<file path="config.mk">
export PLATFORM = sky130hd
export DESIGN_NAME = vga_scanout
export DESIGN_NICKNAME = d
export VERILOG_FILES = /design/src/rtl/vga_pkg.sv /design/src/rtl/vga_timing.sv /design/src/rtl/vga_scanout.sv
export SDC_FILE = /design/constraint.sdc
export NUM_CORES = 1
export LEC_CHECK = 0
export BUFFER_PORTS_ARGS = -buffer_cell sky130_fd_sc_hd__buf_2
export CORE_ASPECT_RATIO = 1.5
export CORE_MARGIN = 2
export CORE_UTILIZATION = 50
export CTS_CLUSTER_DIAMETER = 60
export DETAILED_ROUTE_END_ITERATION = 6
export PLACE_DENSITY = 0.89
export SLEW_MARGIN = 20
export SYNTH_ARGS = -nofsm -noshare
export SYNTH_HDL_FRONTEND = slang
export SYNTH_HIERARCHICAL = 1
export SYNTH_SLANG_ARGS = --single-unit
</file>
<file path="constraint.sdc">
create_clock -name clk -period 1.8 [get_ports clk]
set_clock_uncertainty 0.05 [all_clocks]
set_input_delay 0.36 -clock clk [delete_from_list [all_inputs] [get_ports clk]]
set_output_delay 0.36 -clock clk [all_outputs]
set_load 0.1 [all_outputs]
</file>
<file path="src/rtl/vga_pkg.sv">
// vga_pkg: shared timing defaults, payload types and helpers for the VGA scan-out slice.
//   - VGA640_*  : 640x480@60 timing constants used as parameter defaults
//   - rgb_t     : 8-bit-per-channel {R,G,B} pixel payload
//   - side_t    : sideband bits carried alongside a pixel through the read pipeline
//   - frame_tot : total counts per line/frame from active + porches + sync
package vga_pkg;

  localparam int unsigned VGA640_H_ACTIVE = 640;
  localparam int unsigned VGA640_H_FP     = 16;
  localparam int unsigned VGA640_H_SYNC   = 96;
  localparam int unsigned VGA640_H_BP     = 48;
  localparam int unsigned VGA640_V_ACTIVE = 480;
  localparam int unsigned VGA640_V_FP     = 10;
  localparam int unsigned VGA640_V_SYNC   = 2;
  localparam int unsigned VGA640_V_BP     = 33;

  typedef struct packed {
    logic [7:0] r;
    logic [7:0] g;
    logic [7:0] b;
  } rgb_t;

  // Sync bits are "inside the sync region" (active-high); polarity is applied at the pins.
  typedef struct packed {
    logic frame_start;
    logic vsync;
    logic hsync;
    logic active;
  } side_t;

  function automatic int unsigned frame_tot(input int unsigned active, input int unsigned fp,
                                            input int unsigned sync, input int unsigned bp);
    return active + fp + sync + bp;
  endfunction

endpackage

</file>
<file path="src/rtl/vga_timing.sv">
// vga_timing: free-running pixel/line counters and region decode.
//   clk, rst (sync, active-low)
//   hcnt, vcnt     : registered counters, active region starts at 0
//   active_c       : inside visible area
//   hsync_c/vsync_c: inside horizontal/vertical sync region (active-high, polarity-free)
//   frame_start_c  : counters at (0,0)
module vga_timing import vga_pkg::*; #(
  parameter int unsigned H_ACTIVE = VGA640_H_ACTIVE,
  parameter int unsigned H_FP     = VGA640_H_FP,
  parameter int unsigned H_SYNC   = VGA640_H_SYNC,
  parameter int unsigned H_BP     = VGA640_H_BP,
  parameter int unsigned V_ACTIVE = VGA640_V_ACTIVE,
  parameter int unsigned V_FP     = VGA640_V_FP,
  parameter int unsigned V_SYNC   = VGA640_V_SYNC,
  parameter int unsigned V_BP     = VGA640_V_BP,
  localparam int unsigned H_TOT = frame_tot(H_ACTIVE, H_FP, H_SYNC, H_BP),
  localparam int unsigned V_TOT = frame_tot(V_ACTIVE, V_FP, V_SYNC, V_BP),
  localparam int unsigned HW    = $clog2(H_TOT),
  localparam int unsigned VW    = $clog2(V_TOT)
) (
  input  logic          clk,
  input  logic          rst,
  output logic [HW-1:0] hcnt,
  output logic [VW-1:0] vcnt,
  output logic          active_c,
  output logic          hsync_c,
  output logic          vsync_c,
  output logic          frame_start_c
);

  localparam int unsigned HS_BEG = H_ACTIVE + H_FP;
  localparam int unsigned HS_END = H_ACTIVE + H_FP + H_SYNC;
  localparam int unsigned VS_BEG = V_ACTIVE + V_FP;
  localparam int unsigned VS_END = V_ACTIVE + V_FP + V_SYNC;

  // Raster counters; vcnt advances on the hcnt wrap.
  always_ff @(posedge clk) begin
    if (!rst) begin
      hcnt <= '0;
      vcnt <= '0;
    end else if (32'(hcnt) == H_TOT - 1) begin
      hcnt <= '0;
      vcnt <= (32'(vcnt) == V_TOT - 1) ? '0 : vcnt + VW'(1);
    end else begin
      hcnt <= hcnt + HW'(1);
    end
  end

  // Region decode, compared at 32 bits so sync-end == total cannot alias to 0.
  always_comb begin
    active_c      = (32'(hcnt) < H_ACTIVE) && (32'(vcnt) < V_ACTIVE);
    hsync_c       = (32'(hcnt) >= HS_BEG) && (32'(hcnt) < HS_END);
    vsync_c       = (32'(vcnt) >= VS_BEG) && (32'(vcnt) < VS_END);
    frame_start_c = (hcnt == '0) && (vcnt == '0);
  end

endmodule

</file>
<file path="src/rtl/vga_scanout.sv">
// vga_scanout: parametrised VGA scan-out engine with framebuffer read-latency compensation.
//   clk, rst (sync, active-low)
//   fb_rd_en, fb_x, fb_y : registered framebuffer read request (replicated by 2^SCALE_LOG2)
//   fb_data              : {R,G,B}, valid RD_LAT cycles after the request
//   hsync, vsync         : sync at HS_POL / VS_POL
//   valid                : active video
//   vga_r/g/b            : pixel colour, 0 while blanked
//   frame_start          : pulse aligned with pixel (0,0)
//   tp_en                : colour-bar test pattern, only with VGA_SCANOUT_TESTPAT_EN defined
module vga_scanout import vga_pkg::*; #(
  parameter int unsigned H_ACTIVE   = VGA640_H_ACTIVE,
  parameter int unsigned H_FP       = VGA640_H_FP,
  parameter int unsigned H_SYNC     = VGA640_H_SYNC,
  parameter int unsigned H_BP       = VGA640_H_BP,
  parameter int unsigned V_ACTIVE   = VGA640_V_ACTIVE,
  parameter int unsigned V_FP       = VGA640_V_FP,
  parameter int unsigned V_SYNC     = VGA640_V_SYNC,
  parameter int unsigned V_BP       = VGA640_V_BP,
  parameter logic        HS_POL     = 1'b0,
  parameter logic        VS_POL     = 1'b0,
  parameter int unsigned COLOR_W    = 8,
  parameter int unsigned RD_LAT     = 1,
  parameter int unsigned SCALE_LOG2 = 0,
  localparam int unsigned HW = $clog2(frame_tot(H_ACTIVE, H_FP, H_SYNC, H_BP)),
  localparam int unsigned VW = $clog2(frame_tot(V_ACTIVE, V_FP, V_SYNC, V_BP)),
  localparam int unsigned XW = $clog2(H_ACTIVE >> SCALE_LOG2),
  localparam int unsigned YW = $clog2(V_ACTIVE >> SCALE_LOG2),
  localparam int unsigned PW = 3 * COLOR_W
) (
  input  logic               clk,
  input  logic               rst,
`ifdef VGA_SCANOUT_TESTPAT_EN
  input  logic               tp_en,
`endif
  output logic               fb_rd_en,
  output logic [XW-1:0]      fb_x,
  output logic [YW-1:0]      fb_y,
  input  logic [PW-1:0]      fb_data,
  output logic               hsync,
  output logic               vsync,
  output logic               valid,
  output logic [COLOR_W-1:0] vga_r,
  output logic [COLOR_W-1:0] vga_g,
  output logic [COLOR_W-1:0] vga_b,
  output logic               frame_start
);

  logic [HW-1:0] hcnt;
  logic [VW-1:0] vcnt;
  logic          active_c;
  logic          hsync_c;
  logic          vsync_c;
  logic          frame_start_c;
  logic [PW-1:0] pix_c;

  // dly[0] is captured with the read request; dly[RD_LAT] lines up with fb_data.
  side_t         dly [RD_LAT+1];

  vga_timing #(
    .H_ACTIVE (H_ACTIVE), .H_FP (H_FP), .H_SYNC (H_SYNC), .H_BP (H_BP),
    .V_ACTIVE (V_ACTIVE), .V_FP (V_FP), .V_SYNC (V_SYNC), .V_BP (V_BP)
  ) u_timing (
    .clk           (clk),
    .rst           (rst),
    .hcnt          (hcnt),
    .vcnt          (vcnt),
    .active_c      (active_c),
    .hsync_c       (hsync_c),
    .vsync_c       (vsync_c),
    .frame_start_c (frame_start_c)
  );

  // Read stage: scaled address re-reads the same location for replicated pixels/lines.
  always_ff @(posedge clk) begin
    if (!rst) begin
      fb_rd_en <= 1'b0;
      fb_x     <= '0;
      fb_y     <= '0;
    end else begin
      fb_rd_en <= active_c;
      fb_x     <= XW'(hcnt >> SCALE_LOG2);
      fb_y     <= YW'(vcnt >> SCALE_LOG2);
    end
  end

  // Sideband delay line matching the framebuffer read latency.
  always_ff @(posedge clk) begin
    if (!rst) begin
      for (int i = 0; i <= int'(RD_LAT); i++) dly[i] <= '0;
    end else begin
      dly[0] <= '{frame_start: frame_start_c, vsync: vsync_c, hsync: hsync_c, active: active_c};
      for (int i = 1; i <= int'(RD_LAT); i++) dly[i] <= dly[i-1];
    end
  end

`ifdef VGA_SCANOUT_TESTPAT_EN
  localparam int unsigned BAR_LSB = $clog2(H_ACTIVE) - 3;
  logic [2:0] bar_dly [RD_LAT+1];

  // Bar index taken from the top three bits of the visible column range.
  always_ff @(posedge clk) begin
    if (!rst) begin
      for (int i = 0; i <= int'(RD_LAT); i++) bar_dly[i] <= '0;
    end else begin
      bar_dly[0] <= 3'(hcnt >> BAR_LSB);
      for (int i = 1; i <= int'(RD_LAT); i++) bar_dly[i] <= bar_dly[i-1];
    end
  end
`endif

  // Pixel source select.
  always_comb begin
    pix_c = fb_data;
`ifdef VGA_SCANOUT_TESTPAT_EN
    if (tp_en) begin
      pix_c = {{COLOR_W{bar_dly[RD_LAT][2]}}, {COLOR_W{bar_dly[RD_LAT][1]}},
               {COLOR_W{bar_dly[RD_LAT][0]}}};
    end
`endif
  end

  // Output stage: polarity, blanking, registered pins.
  always_ff @(posedge clk) begin
    if (!rst) begin
      hsync       <= ~HS_POL;
      vsync       <= ~VS_POL;
      valid       <= 1'b0;
      frame_start <= 1'b0;
      vga_r       <= '0;
      vga_g       <= '0;
      vga_b       <= '0;
    end else begin
      hsync       <= dly[RD_LAT].hsync ? HS_POL : ~HS_POL;
      vsync       <= dly[RD_LAT].vsync ? VS_POL : ~VS_POL;
      valid       <= dly[RD_LAT].active;
      frame_start <= dly[RD_LAT].frame_start;
      vga_r       <= dly[RD_LAT].active ? pix_c[PW-1 -: COLOR_W]        : '0;
      vga_g       <= dly[RD_LAT].active ? pix_c[2*COLOR_W-1 -: COLOR_W] : '0;
      vga_b       <= dly[RD_LAT].active ? pix_c[COLOR_W-1:0]            : '0;
    end
  end

endmodule

</file>
---- Word-level counts from Yosys, hierarchy flattened ----
Memory sizes are Yosys's and may differ from the RTL's.
Index checks and enable logic that the tools add are counted.
operators by class
  add/subtract/negate cells ............... 2
  magnitude comparators ................... 6
  eq/ne operators ......................... 2
  muxes and demuxes ....................... 7
  bitwise gates (word level) .............. 3
  reduce and logical (&&, ||, !) cells .... 8
operators by type and width
  kind                     number
  $add A10 B1 Y10 const B  2
  $eq A10 B10 Y1 const B   2
  $logic_not A10 Y1        2
  $lt A10 B10 Y1 const B   2
  $lt A10 B9 Y1 const B    2
  $ge A10 B10 Y1 const B   1
  $ge A10 B9 Y1 const B    1
  $mux W10                 1
  $mux W4                  2
  $logic_and A1 B1 Y1      4
  $mux W1                  4
  $or A1 B1 Y1             2
  $reduce_and A2 Y1        1
  $reduce_or A2 Y1         1
  $not A1 Y1               1
storage, ports and cells
  register bits ........................... 68
  bits in writable memories ............... 8
  input port bits ......................... 26
  output and inout bits ................... 48
  word-level logic and storage cells ...... 41
  memories kept ........................... 1
memories
  name  depth  bits a word  rd ports  clocked after Yosys merged registers in  write ports  RTL line           text
  dly   2      4            2         0                                        2            vga_scanout.sv:57  side_t dly [RD_LAT+1];

---- Logic depth before layout (Yosys ltp) ----
Gate-level depths: netlist of run 1.
  depth in word-level cells ............... 3
  depth in mapped cells ................... 6
  mapped depth without buffers ............ 6

---- Cells and area by module ----
The synthesis of run 1 kept the hierarchy.
by module, submodules not included
  module       instances  cells each  area each (um^2)  seq. area each (um^2)
  vga_scanout  1          117         1503.9            1101.1
  vga_timing   1          120         1031.0            400.4

---- Worst setup path after synthesis of run 1 ----
Ideal clock, no wire load.
  path kind ............................... reg-to-reg
  start point ............................. reg u_timing.hcnt[0]
  end point ............................... reg u_timing.vcnt[8]
  setup time .............................. 70 ps
  arrival ................................. 1497 ps
  data required time ...................... 1680 ps
  path slack .............................. 183 ps
  cell stages (with the launch flop) ...... 7
  path buffers ............................ 1
  clock period less this slack ............ 1617 ps
  path through ............................ dfxtp_1 > ha_1 > and4_1 > buf_4 > nand4_4 > or3_1 > a21oi_1
on the way
  longest elaborated chain between the ends .. 1
RTL lines
  what                    RTL line          text
  start, declared         vga_timing.sv:23  output logic [HW-1:0] hcnt,
  start signal, assigned  vga_timing.sv:45  hcnt <= hcnt + HW'(1);
  $eq A10 B10 Y1          vga_timing.sv:41  end else if (32'(hcnt) == H_TOT - 1) begin
  end signal, assigned    vga_timing.sv:43  vcnt <= (32'(vcnt) == V_TOT - 1) ? '0 : vcnt + VW'(1);
  end, declared           vga_timing.sv:24  output logic [VW-1:0] vcnt,
No other way between the ends.
A chain may end at the register's enable or synchronous reset.

---- Worst setup path in the final report of run 1 ----
  start point ............................. reg u_timing.hcnt[1]
  end point ............................... reg u_timing.vcnt[8]
Same word-level chain as after synthesis.

==> summary.txt, run 1 <==
CTS
  • Root buffer cell: clkbuf_8
  • TritonCTS Buffers: 9
  • Post-CTS Repair Setup Buffers: 0
  • Clock-pin slew on the worst setup and hold paths: approximately 70 ps
  • CTS sink cnt: 75
  • H-tree levels: 3
  • CTS Hold Bufs: 0
  • CTS tree: done
  • Worst-skew pair later-pin latency: 350 ps
  • Clock buffer depth: 2

Detailed routing
  • Drt total wl: 5060 um
  • Antenna Nets Post-Route: 0
  • Initial drt markers: 90
  • # DRC: 0
  • Pre-antenna DRT Iters: 4
  • Routed vias: 1954
  • Vias per cell: 4.97
  • Routed len/inst: 12.9 um

Pwr
  • Power per standard cell area: 971 mW/mm2
  • IR drop worst, VDD: 0.327 mV
  • Tot Pwr: 0.00311 W
  • LEAKAGE: 1.56 nW

Synthesis
  • Cells after Synth: about 240
  • Async set-or-reset flop fraction in the synthesized netlist: 0%
  • Post-Syn Nets: roughly 270
  • Synth Area per Inst: 10.7 um2
  • Post-synth cell types: 29
  • Sequential share of the synthesized area: 59.2%
  • Number of flops mapped to enable cells by yosys: 0
  • Primary FF master, synth: dfxtp_1
  • Yosys warnings: 6
  • Register bit total from synthesis: 75
  • Synthesized area: 0.00253 mm2

Final layout
  • Filler cells: approximately 340
  • Layout cell share with drive strength beyond 1: 40.1%
  • P&R area growth vs syn: 26.4%
  • Layout Nets: 352
  • Layout Utilization: 66.1%
  • ANT cells: 0

Critical path
  • R2R depth: 5
  • CP Class: reg -> reg
  • Crit end category: register
  • Crit path DAT: 1930 ps
  • Crit start category: register
  • Critical Path RT: 2030 ps
  • CP Max Fanout: 7
  • Reg2reg start: u_timing/hcnt[1]
  • Critical path origin: u_timing/hcnt[1]

Place
  • IO Port Bufs: 73
  • Pre-CTS setup slack: -7.57 ps
  • Post-DP HPWL: 3580 um
  • Gpl congestion: 0.855

Global route
  • Largest net degree at the start of global routing: 26
  • Vias in the first global route: 1867
  • Tot GR Track Use: 18.4%
  • Global routing usage on met3: 4.71%
  • Most Crowded Layer GR: met2
  • Initial antenna violation count: 0
  • Met1 GRT Util: 18.7%
  • Met2 GRT Util: 32.2%
  • GR Overflow Total: 0
  • First-pass GRT wire length: about 8000 um

Die
  • Initial Util: 52.3%
  • Total die area: 0.00567 mm2
  • Die W: 62.1 um
  • Core area: 0.00485 mm2
  • Die Y: about 90 um
  • Top-Level Pins: 74
  • Row count: 31

Timing
  • Worst setup margin: between 90 and 100 ps
  • Tcrit/Tclk final: 94.6%
  • Finish-stage setup viols: 0
  • Worst Tran Pin Value: 558 ps
  • Slew Limit Fails: 0
  • Worst relative slew slack: 62.8%
  • Tmin final: 1700 ps
  • Final Hold Fails: 0
  • F_max: 587 MHz

Run
  • Max cap viols: 0

Worst hold path
  • Hold path cells: 2
  • Hold/Removal Path Class: in -> reg
  • Hold Startpoint: fb_data[0]

Run status
  • Outcome: finished, final reports clean
kinds of logic (layout without fill, tap and decap cells):
group | count (synthesis) | count (layout) | synth area share, %
buf+inv | 14 | 104 | 2.62
simple gates | 119 | 119 | 29.3
fa+ha+maj | 4 | 4 | 1.97
xor+xnor | 12 | 12 | 4.15
flops | 75 | 75 | 59.2
compound gates | 13 | 13 | 2.71
critical path, stage by stage, from the launching register on:
cell     delay (ps)
dfxtp_1         380
ha_2            230
and4_4          300
nand4_4         150
or3_1           370
a21oi_1         150
per-layer routing:
metal,vias to the layer above,part of all wire [%]
li1,968,-
met1,883,40
met2,87,50
met3,16,7.3
met4,0,2.7
met5,-,0
synth_stat cells (all sizes together) (2+ instances only):
library cell	number	area share [%]
nor3	3	0.59
nand3	6	1.2
and2	32	7.9
xnor2	4	1.4
and3b	2	0.69
xor2	8	2.8
dfxtp	75	59
buf	2	0.59
or3	5	1.2
a21oi	5	0.99
ha	4	2.0
nor2	11	1.6
nand2	14	2.1
nor2b	2	0.49
and3	31	8.8
inv	4	0.59
nand4	6	2.3
nor4	3	0.74
and4	2	0.69
o21ai	8	1.7
clkbuf	8	1.4
where the power goes:
| group | switching, W | internal, W | leakage (nW) |
|---|---|---|---|
| sequential | 0.0000152 | 0.00169 | 0.608 |
| combinational | 0.000205 | 0.0000664 | 0.858 |
| clock | 0.000598 | 0.000537 | 0.0924 |
final cells by class:
class / instances / area, um2 / area share (%)
Clock buffer: 10 / 138 / 4.30
Sequential cell: 75 / 1500 / 46.9
Tap cell: 66 / 82.6 / 2.58
Timing Repair Buffer: 84 / 448 / 14.0
Inverter: 4 / 15.0 / 0.469
Multi-Input combinational cell: 148 / 980 / 30.6
Clock inverter: 6 / 40.0 / 1.25
worst paths after layout:
kind / to / slack, ps
min reg2reg: vsync / 320
max: u_timing/vcnt[8] / 100
max reg2reg: u_timing/vcnt[8] / 100
min: vga_b[0] / 220
through the flow:
stage	cells	setup TNS, ps	area (um2)	hold WS (ps)
after floorplan	237	0	2530	293
after global placement	377	0	3010	296
after detailed placement	377	-7.57	3010	312
after CTS	393	0	3190	212
after global routing	393	-1.48	3200	213
final	393	0	3200	221
layout by cell type (no fill, tap or decap), drive strengths merged:
cell type and instances:
a21oi 5, and2 32, and3 31, and3b 2
and4 2, and4bb 1, buf 84, clkbuf 10
clkinv 4, clkinvlp 1, dfxtp 75, ha 4
inv 5, nand2 14, nand3 6, nand4 6
nor2 11, nor2b 2, nor3 3, nor4 3
o21ai 8, or3 5, or4b 1, xnor2 4
xor2 8
repair_timing:
| action | in CTS | in global routing |
|---|---|---|
| hold endpoints to repair | 0 | 0 |
| endpoints found under the setup margin | 5 | 9 |
| gates cloned | 0 | 0 |
| gates resized for setup | 1 | 3 |
state kept, by name, indices dropped and copies added (netlist names):
register	cells
fb_x	10
u_timing/hcnt	10
u_timing/vcnt	10
fb_y	9
dly	8
vga_b	8
vga_g	8
vga_r	8
frame_start	1
hsync	1
valid	1
vsync	1
(Power assumes the default switching activity.)
==> run 2, diff against run 1 <==
==> constraint.sdc (replaced) <==
create_clock -name clk -period 1.71 [get_ports clk]
set_clock_uncertainty 0.05 [all_clocks]
set_input_delay 0.342 -clock clk [delete_from_list [all_inputs] [get_ports clk]]
set_output_delay 0.342 -clock clk [all_outputs]
set_load 0.1 [all_outputs]
==> summary.txt, run 2 (same netlist as run 1, synthesis figures left out) <==
Pwr
  • Clock group share of total power: 35.8% (was 36.5%)
  • Net Sw Frac: 25.8% (was 26.3%)
  • NetSw: 0.000840 W (was 0.000817 W)
  • IR drop worst, VDD: 0.479 mV (was 0.327 mV)
  • LEAKAGE: 1.59 nW (was 1.56 nW)
  • Tot Pwr: 0.00326 W (was 0.00311 W)
  • Power share of the sequential group: 55.1% (was 54.8%)
  • Power per standard cell area: 1000 mW/mm2 (was 971 mW/mm2)
  • Internal power: 0.00242 W (was 0.00229 W)
  • Comb power frac: 9.1% (was 8.7%)

Run status
  • Outcome: finished, final reports clean (unchanged)

Global route
  • Most Crowded Layer GR: met2 (unchanged)
  • Largest net degree at the start of global routing: 26 (unchanged)
  • Tot GR Track Use: 20.1% (was 18.4%)
  • First-pass GRT wire length: 8910 um (was 8130 um)
  • Initial antenna violation count: 0 (unchanged)
  • GR Overflow Total: 0 (unchanged)
  • Vias in the first global route: 1959 (was 1867)
  • Met2 GRT Util: 36.5% (was 32.2%)
  • Global routing usage on met3: 5.33% (was 4.71%)
  • Met1 GRT Util: 20.7% (was 18.7%)

Detailed routing
  • Vias per cell: 5.02 (was 4.97)
  • Routed vias: 1998 (was 1954)
  • # DRC: 0 (unchanged)
  • Initial drt markers: 96 (was 90)
  • Drt total wl: 5470 um (was 5060 um)
  • Routed len/inst: 13.7 um (was 12.9 um)
  • Pre-antenna DRT Iters: 4 (unchanged)
  • Antenna Nets Post-Route: 0 (unchanged)

Die
  • Total die area: 0.00567 mm2 (unchanged)
  • Top-Level Pins: 74 (unchanged)
  • Die Y: 91.2 um (unchanged)
  • Initial Util: 52.3% (unchanged)
  • Core area: 0.00485 mm2 (unchanged)
  • Die W: 62.1 um (unchanged)
  • Row count: 31 (unchanged)

Critical path
  • CP Cell Sequence: buf_4 > inv_1 > ha_1 > or4b_2 > nor3_2 > and2_1 (was ha_2 > and4_4 > nand4_4 > or3_1 > a21oi_1)
  • CP Class: reg -> reg (unchanged)
  • Top delay family on crit path: simple AND/OR/NAND/NOR gates (unchanged)
  • Crit path DAT: 1880 ps (was 1930 ps)
  • Critical path origin: u_timing/hcnt[0] (was u_timing/hcnt[1])
  • Levels on crit path: 6 (was 5)
  • Reg2reg start: u_timing/hcnt[0] (was u_timing/hcnt[1])
  • Crit path max-delay cell type: or4b_2 (was dfxtp_1)
  • Crit path buffers/inverters: 2 (was 0)
  • Max incr delay on CP: 600 ps (was 380 ps)
  • R2R setup slack: 60 ps (was 100 ps)
  • Critical Path RT: 1940 ps (was 2030 ps)
  • Crit end category: register (unchanged)
  • Crit start category: register (unchanged)
  • CP Max Fanout: 5 (was 7)
  • R2R depth: 6 (was 5)
  • Reg2reg end: dly[0][3] (was u_timing/vcnt[8])

CTS
  • Clock buffer depth: 2 (unchanged)
  • Post-CTS Repair Setup Buffers: 0 (unchanged)
  • Root buffer cell: clkbuf_8 (unchanged)
  • TritonCTS Buffers: 9 (unchanged)
  • CTS tree: done (unchanged)
  • Clock-pin slew on the worst setup and hold paths: 70 ps (about the same)
  • Worst-skew pair later-pin latency: 340 ps (was 350 ps)
  • H-tree levels: 3 (unchanged)
  • CTS sink cnt: 75 (unchanged)

Place
  • Post-DP HPWL: 3750 um (was 3580 um)
  • IO Port Bufs: 73 (unchanged)
  • Placed Area: 0.00305 mm2 (was 0.00301 mm2)
  • Gpl congestion: 0.867 (was 0.855)

Run
  • Max cap viols: 0 (unchanged)

Final layout
  • Most common cell after layout, fill and taps aside: dfxtp_1 (unchanged)
  • Storage cell area: 0.00150 mm2 (unchanged)
  • P&R area growth vs syn: 28.0% (was 26.4%)
  • Fin area: 0.00324 mm2 (was 0.00320 mm2)
  • ANT cells: 0 (unchanged)
  • Area of the multi-input gates: 988 um2 (was 980 um2)
  • Layout cell share with drive strength beyond 1: 40.7% (was 40.1%)
  • Layout Nets: 357 (was 352)
  • Largest regs: fb_x (10), u_timing/hcnt (10), u_timing/vcnt (10) (unchanged)
  • Most frequent cells in the layout: dfxtp_1 (75), buf_2 (73), and2_1 (31) (unchanged)
  • Layout Utilization: 66.9% (was 66.1%)
  • Filler cells: 335 (was 337)

Timing
  • Worst Tran Pin Value: 562 ps (was 558 ps)
  • Finish-stage setup viols: 0 (unchanged)
  • Worst hold slack: 206 ps (was 221 ps)
  • Slew Limit Fails: 0 (unchanged)
  • Final Hold Fails: 0 (unchanged)
  • Tcrit/Tclk final: 96.6% (was 94.6%)
  • F_max: 605 MHz (was 587 MHz)
  • Tmin final: 1650 ps (was 1700 ps)
  • Worst relative slew slack: 62.5% (was 62.8%)

Worst hold path
  • Worst hold endpoint: vga_b[6] (was vga_b[0])
  • Hold Startpoint: fb_data[6] (was fb_data[0])
  • Hold/Removal Path Class: in -> reg (unchanged)
  • Hold path cells: 2 (unchanged)
[run 2: layout make-up]
cell class              instances  share of cell area (%)
clock buffers                  12                    4.47
clock inverters                 4                   0.810
inverters                       4                   0.463
multi-input cells             148                    30.5
flip-flops and latches         75                    46.3
well taps                      66                    2.55
repair buffers                 89                    15.0
[run 2: layer usage]
metal / wire, um / share of wire, % / vias to the layer above
met2: 2840 / 52 / 76
met5: 0 / 0 / -
met4: 155 / 2.8 / 0
li1: - / - / 976
met1: 2160 / 39 / 935
met3: 320 / 5.9 / 11
[run 2: per-stage QoR]
step,setup slack (ps),setup TNS (ps),cells
6_report,58.0,0,398
5_1_grt,-3.25,-3.25,398
4_1_cts,14.5,0,398
3_5_place_dp,-10.8,-27.5,382
3_3_place_gp,94.2,0,382
2_1_floorplan,93.1,0,237
[run 2: what timing repair did]
action                                  4_1_cts  5_1_grt
hold buffers                                  0        0
endpoints found under the setup margin        7       16
gates resized for setup                       1        4
[run 2: worst max-delay path by stage]
| stage | slack (ps) | to |
|---|---|---|
| 5_1_grt | -3 | dly[0][3] |
| 4_1_cts | 10 | u_timing/vcnt[7] |
| 6_report | 60 | dly[0][3] |
| 3_3_place_gp | 90 | u_timing/vcnt[0] |
| 2_1_floorplan | 90 | u_timing/vcnt[8] |
| 3_5_place_dp | -10 | u_timing/vcnt[0] |
[run 2: power by group through the flow]
| stage | registers, W | logic [W] | clock network (W) |
|---|---|---|---|
| 6_report | 0.00179 | 0.000296 | 0.00117 |
| 5_1_grt | 0.00180 | 0.000309 | 0.00128 |
| 4_1_cts | 0.00179 | 0.000293 | 0.00118 |
| 3_5_place_dp | 0.00183 | 0.000290 | 0 |
| 3_3_place_gp | 0.00183 | 0.000287 | 0 |
| 2_1_floorplan | 0.00199 | 0.0000552 | 0 |
==> run 3, diff against run 2 <==
--- a/config.mk
+++ b/config.mk
@@ -6,12 +6,15 @@
 export NUM_CORES = 1
 export LEC_CHECK = 0
 export BUFFER_PORTS_ARGS = -buffer_cell sky130_fd_sc_hd__buf_2
+export CELL_PAD_IN_SITES_DETAIL_PLACEMENT = 1
+export CELL_PAD_IN_SITES_GLOBAL_PLACEMENT = 2
 export CORE_ASPECT_RATIO = 1.5
 export CORE_MARGIN = 2
-export CORE_UTILIZATION = 50
+export CORE_UTILIZATION = 31
 export CTS_CLUSTER_DIAMETER = 60
 export DETAILED_ROUTE_END_ITERATION = 6
-export PLACE_DENSITY = 0.89
+export PLACE_DENSITY = 0.9
+export SKIP_LAST_GASP = 1
 export SLEW_MARGIN = 20
 export SYNTH_ARGS = -nofsm -noshare
 export SYNTH_HDL_FRONTEND = slang
==> summary.txt, run 3 (same netlist as run 1, synthesis figures left out) <==
Critical path
  • Crit end category: register (unchanged)
  • R2R depth: 6 (unchanged)
  • R2R setup slack: 80 ps (was 60 ps)
  • Crit path DAT: 1850 ps (was 1880 ps)
  • CP Max Fanout: 4 (was 5)
  • Crit start category: register (unchanged)
  • Critical Path RT: 1930 ps (was 1940 ps)
  • CP Class: reg -> reg (unchanged)
  • Reg2reg end: dly[0][3] (unchanged)
  • Reg2reg start: u_timing/hcnt[1] (was u_timing/hcnt[0])

Timing
  • Setup TNS: 0 ps (unchanged)
  • Tmin final: 1630 ps (was 1650 ps)
  • Slew Limit Fails: 0 (unchanged)
  • Worst relative slew slack: 62.2% (was 62.5%)
  • Finish-stage setup viols: 0 (unchanged)
  • F_max: 613 MHz (was 605 MHz)
  • Worst setup margin: 78.7 ps (was 58.0 ps)
  • Final Hold Fails: 0 (unchanged)
  • Worst Tran Pin Value: 566 ps (was 562 ps)
  • Unrepaired setup endpoints after global routing: no
  • Tcrit/Tclk final: 95.4% (was 96.6%)

Pwr
  • Power per standard cell area: 1160 mW/mm2 (was 1000 mW/mm2)
  • Internal power: 0.00309 W (was 0.00242 W)
  • Clock group share of total power: 47.0% (was 35.8%)
  • NetSw: 0.000871 W (was 0.000840 W)
  • Power share of the sequential group: 45.4% (was 55.1%)
  • IR drop worst, VDD: 0.464 mV (was 0.479 mV)
  • Net Sw Frac: 22.0% (was 25.8%)
  • LEAKAGE: 1.65 nW (was 1.59 nW)
  • Comb power frac: 7.5% (was 9.1%)

CTS
  • TritonCTS Buffers: 9 (unchanged)
  • Root buffer cell: clkbuf_16 (was clkbuf_8)
  • CTS tree: done (unchanged)
  • H-tree levels: 3 (unchanged)
  • CTS sink cnt: 75 (unchanged)
  • Clock buffer depth: 2 (unchanged)
  • Clock-pin slew on the worst setup and hold paths: 50 ps (was 70 ps)
  • Post-CTS sizing: 0 (was 1)
  • CTS Hold Bufs: 0 (unchanged)
  • Post-CTS Repair Setup Buffers: 0 (unchanged)
  • Worst-skew pair later-pin latency: 320 ps (was 340 ps)

Die
  • Top-Level Pins: 74 (unchanged)
  • Initial Util: 31.9% (was 52.3%)
  • Die Y: 115 um (was 91.2 um)
  • Total die area: 0.00893 mm2 (was 0.00567 mm2)
  • Die W: 77.8 um (was 62.1 um)
  • Core area: 0.00796 mm2 (was 0.00485 mm2)
  • Row count: 40 (was 31)

Final layout
  • P&R area growth vs syn: 35.1% (was 28.0%)
  • Layout cell share with drive strength beyond 1: 41.0% (was 40.7%)
  • ANT cells: 0 (unchanged)
  • Layout Utilization: 43.1% (was 66.9%)
  • Most frequent cells in the layout: dfxtp_1 (75), buf_2 (73), and2_1 (31) (unchanged)
  • Most common cell after layout, fill and taps aside: dfxtp_1 (unchanged)
  • Final cell count without fillers: 437 (was 398)
  • Layout Nets: 359 (was 357)
  • Largest regs: fb_x (10), u_timing/hcnt (10), u_timing/vcnt (10) (unchanged)

Worst hold path
  • Hold Startpoint: fb_data[23] (was fb_data[6])
  • Hold path cells: 2 (unchanged)
  • Worst hold endpoint: vga_r[7] (was vga_b[6])
  • Hold/Removal Path Class: in -> reg (unchanged)

Place
  • Placed Instances: 423 (was 382)
  • IO Port Bufs: 73 (unchanged)
  • Pre-CTS setup slack: 33.3 ps (was -10.8 ps)
  • Post-DP HPWL: 4130 um (was 3750 um)
  • Gpl congestion: 0.824 (was 0.867)

Run
  • Max cap viols: 0 (unchanged)

Global route
  • Vias in the first global route: 1996 (was 1959)
  • Tot GR Track Use: 13.6% (was 20.1%)
  • Largest net degree at the start of global routing: 26 (unchanged)
  • GR Overflow Total: 0 (unchanged)
  • Initial antenna violation count: 0 (unchanged)
  • First-pass GRT wire length: 9410 um (was 8910 um)

Detailed routing
  • Routed len/inst: 13.1 um (was 13.7 um)
  • Initial drt markers: 38 (was 96)
  • Routed vias: 1957 (was 1998)
  • Antenna Nets Post-Route: 0 (unchanged)
  • # DRC: 0 (unchanged)
  • Pre-antenna DRT Iters: 4 (unchanged)
  • Drt total wl: 5730 um (was 5470 um)
  • Vias per cell: 4.48 (was 5.02)

Run status
  • Outcome: finished, final reports clean (unchanged)
[run 3: power groups by stage]
stage / combinational (W) / sequential (W) / clock [W]
floorplan: 0.0000552 / 0.00199 / 0
global placement: 0.000295 / 0.00183 / 0
detailed placement: 0.000299 / 0.00183 / 0
CTS: 0.000301 / 0.00180 / 0.00191
global route: 0.000317 / 0.00180 / 0.00201
finish: 0.000299 / 0.00180 / 0.00186
[run 3: worst max-delay path by stage]
stage	startpoint	endpoint	slack, ps	depth (start not counted)
after floorplan	u_timing/hcnt[0]	u_timing/vcnt[8]	90	6
after global placement	u_timing/hcnt[0]	u_timing/vcnt[6]	80	5
after detailed placement	u_timing/hcnt[0]	u_timing/vcnt[6]	30	5
after CTS	u_timing/hcnt[0]	u_timing/vcnt[6]	0.2	5
after global routing	u_timing/hcnt[1]	dly[0][3]	5	6
final	u_timing/hcnt[1]	dly[0][3]	80	6
[run 3: cell type report]
cell class              instances  area, um2
clock buffers                  12        267
clock inverters                 2       35.0
fillers                       918       4530
inverters                       4       15.0
multi-input cells             148        976
flip-flops and latches         75       1500
well taps                     105        131
repair buffers                 91        500
[run 3: routing by layer]
| layer | global-route usage (%) | vias to the layer above | part of all wire (%) |
|---|---|---|---|
| met5 | 0 | - | 0 |
| met4 | 5.48 | 0 | 2.3 |
| met3 | 5.18 | 12 | 6.7 |
| met2 | 24.7 | 71 | 52 |
| met1 | 13.9 | 897 | 39 |
| li1 | - | 977 | - |
[run 3: stage by stage]
step,instance area [um2],hold WS [ps],total power [W]
finish,3430,229,0.00396
global route,3430,217,0.00412
CTS,3420,216,0.00401
detailed placement,3120,314,0.00213
global placement,3120,305,0.00213
floorplan,2530,293,0.00205
[run 3: worst max-delay path: stages, from the launching register on]
cell     delay (ps)
dfxtp_1         320
buf_4           150
inv_1            60
ha_1            140
or4b_2          580
nor3_1          140
and2_1          140
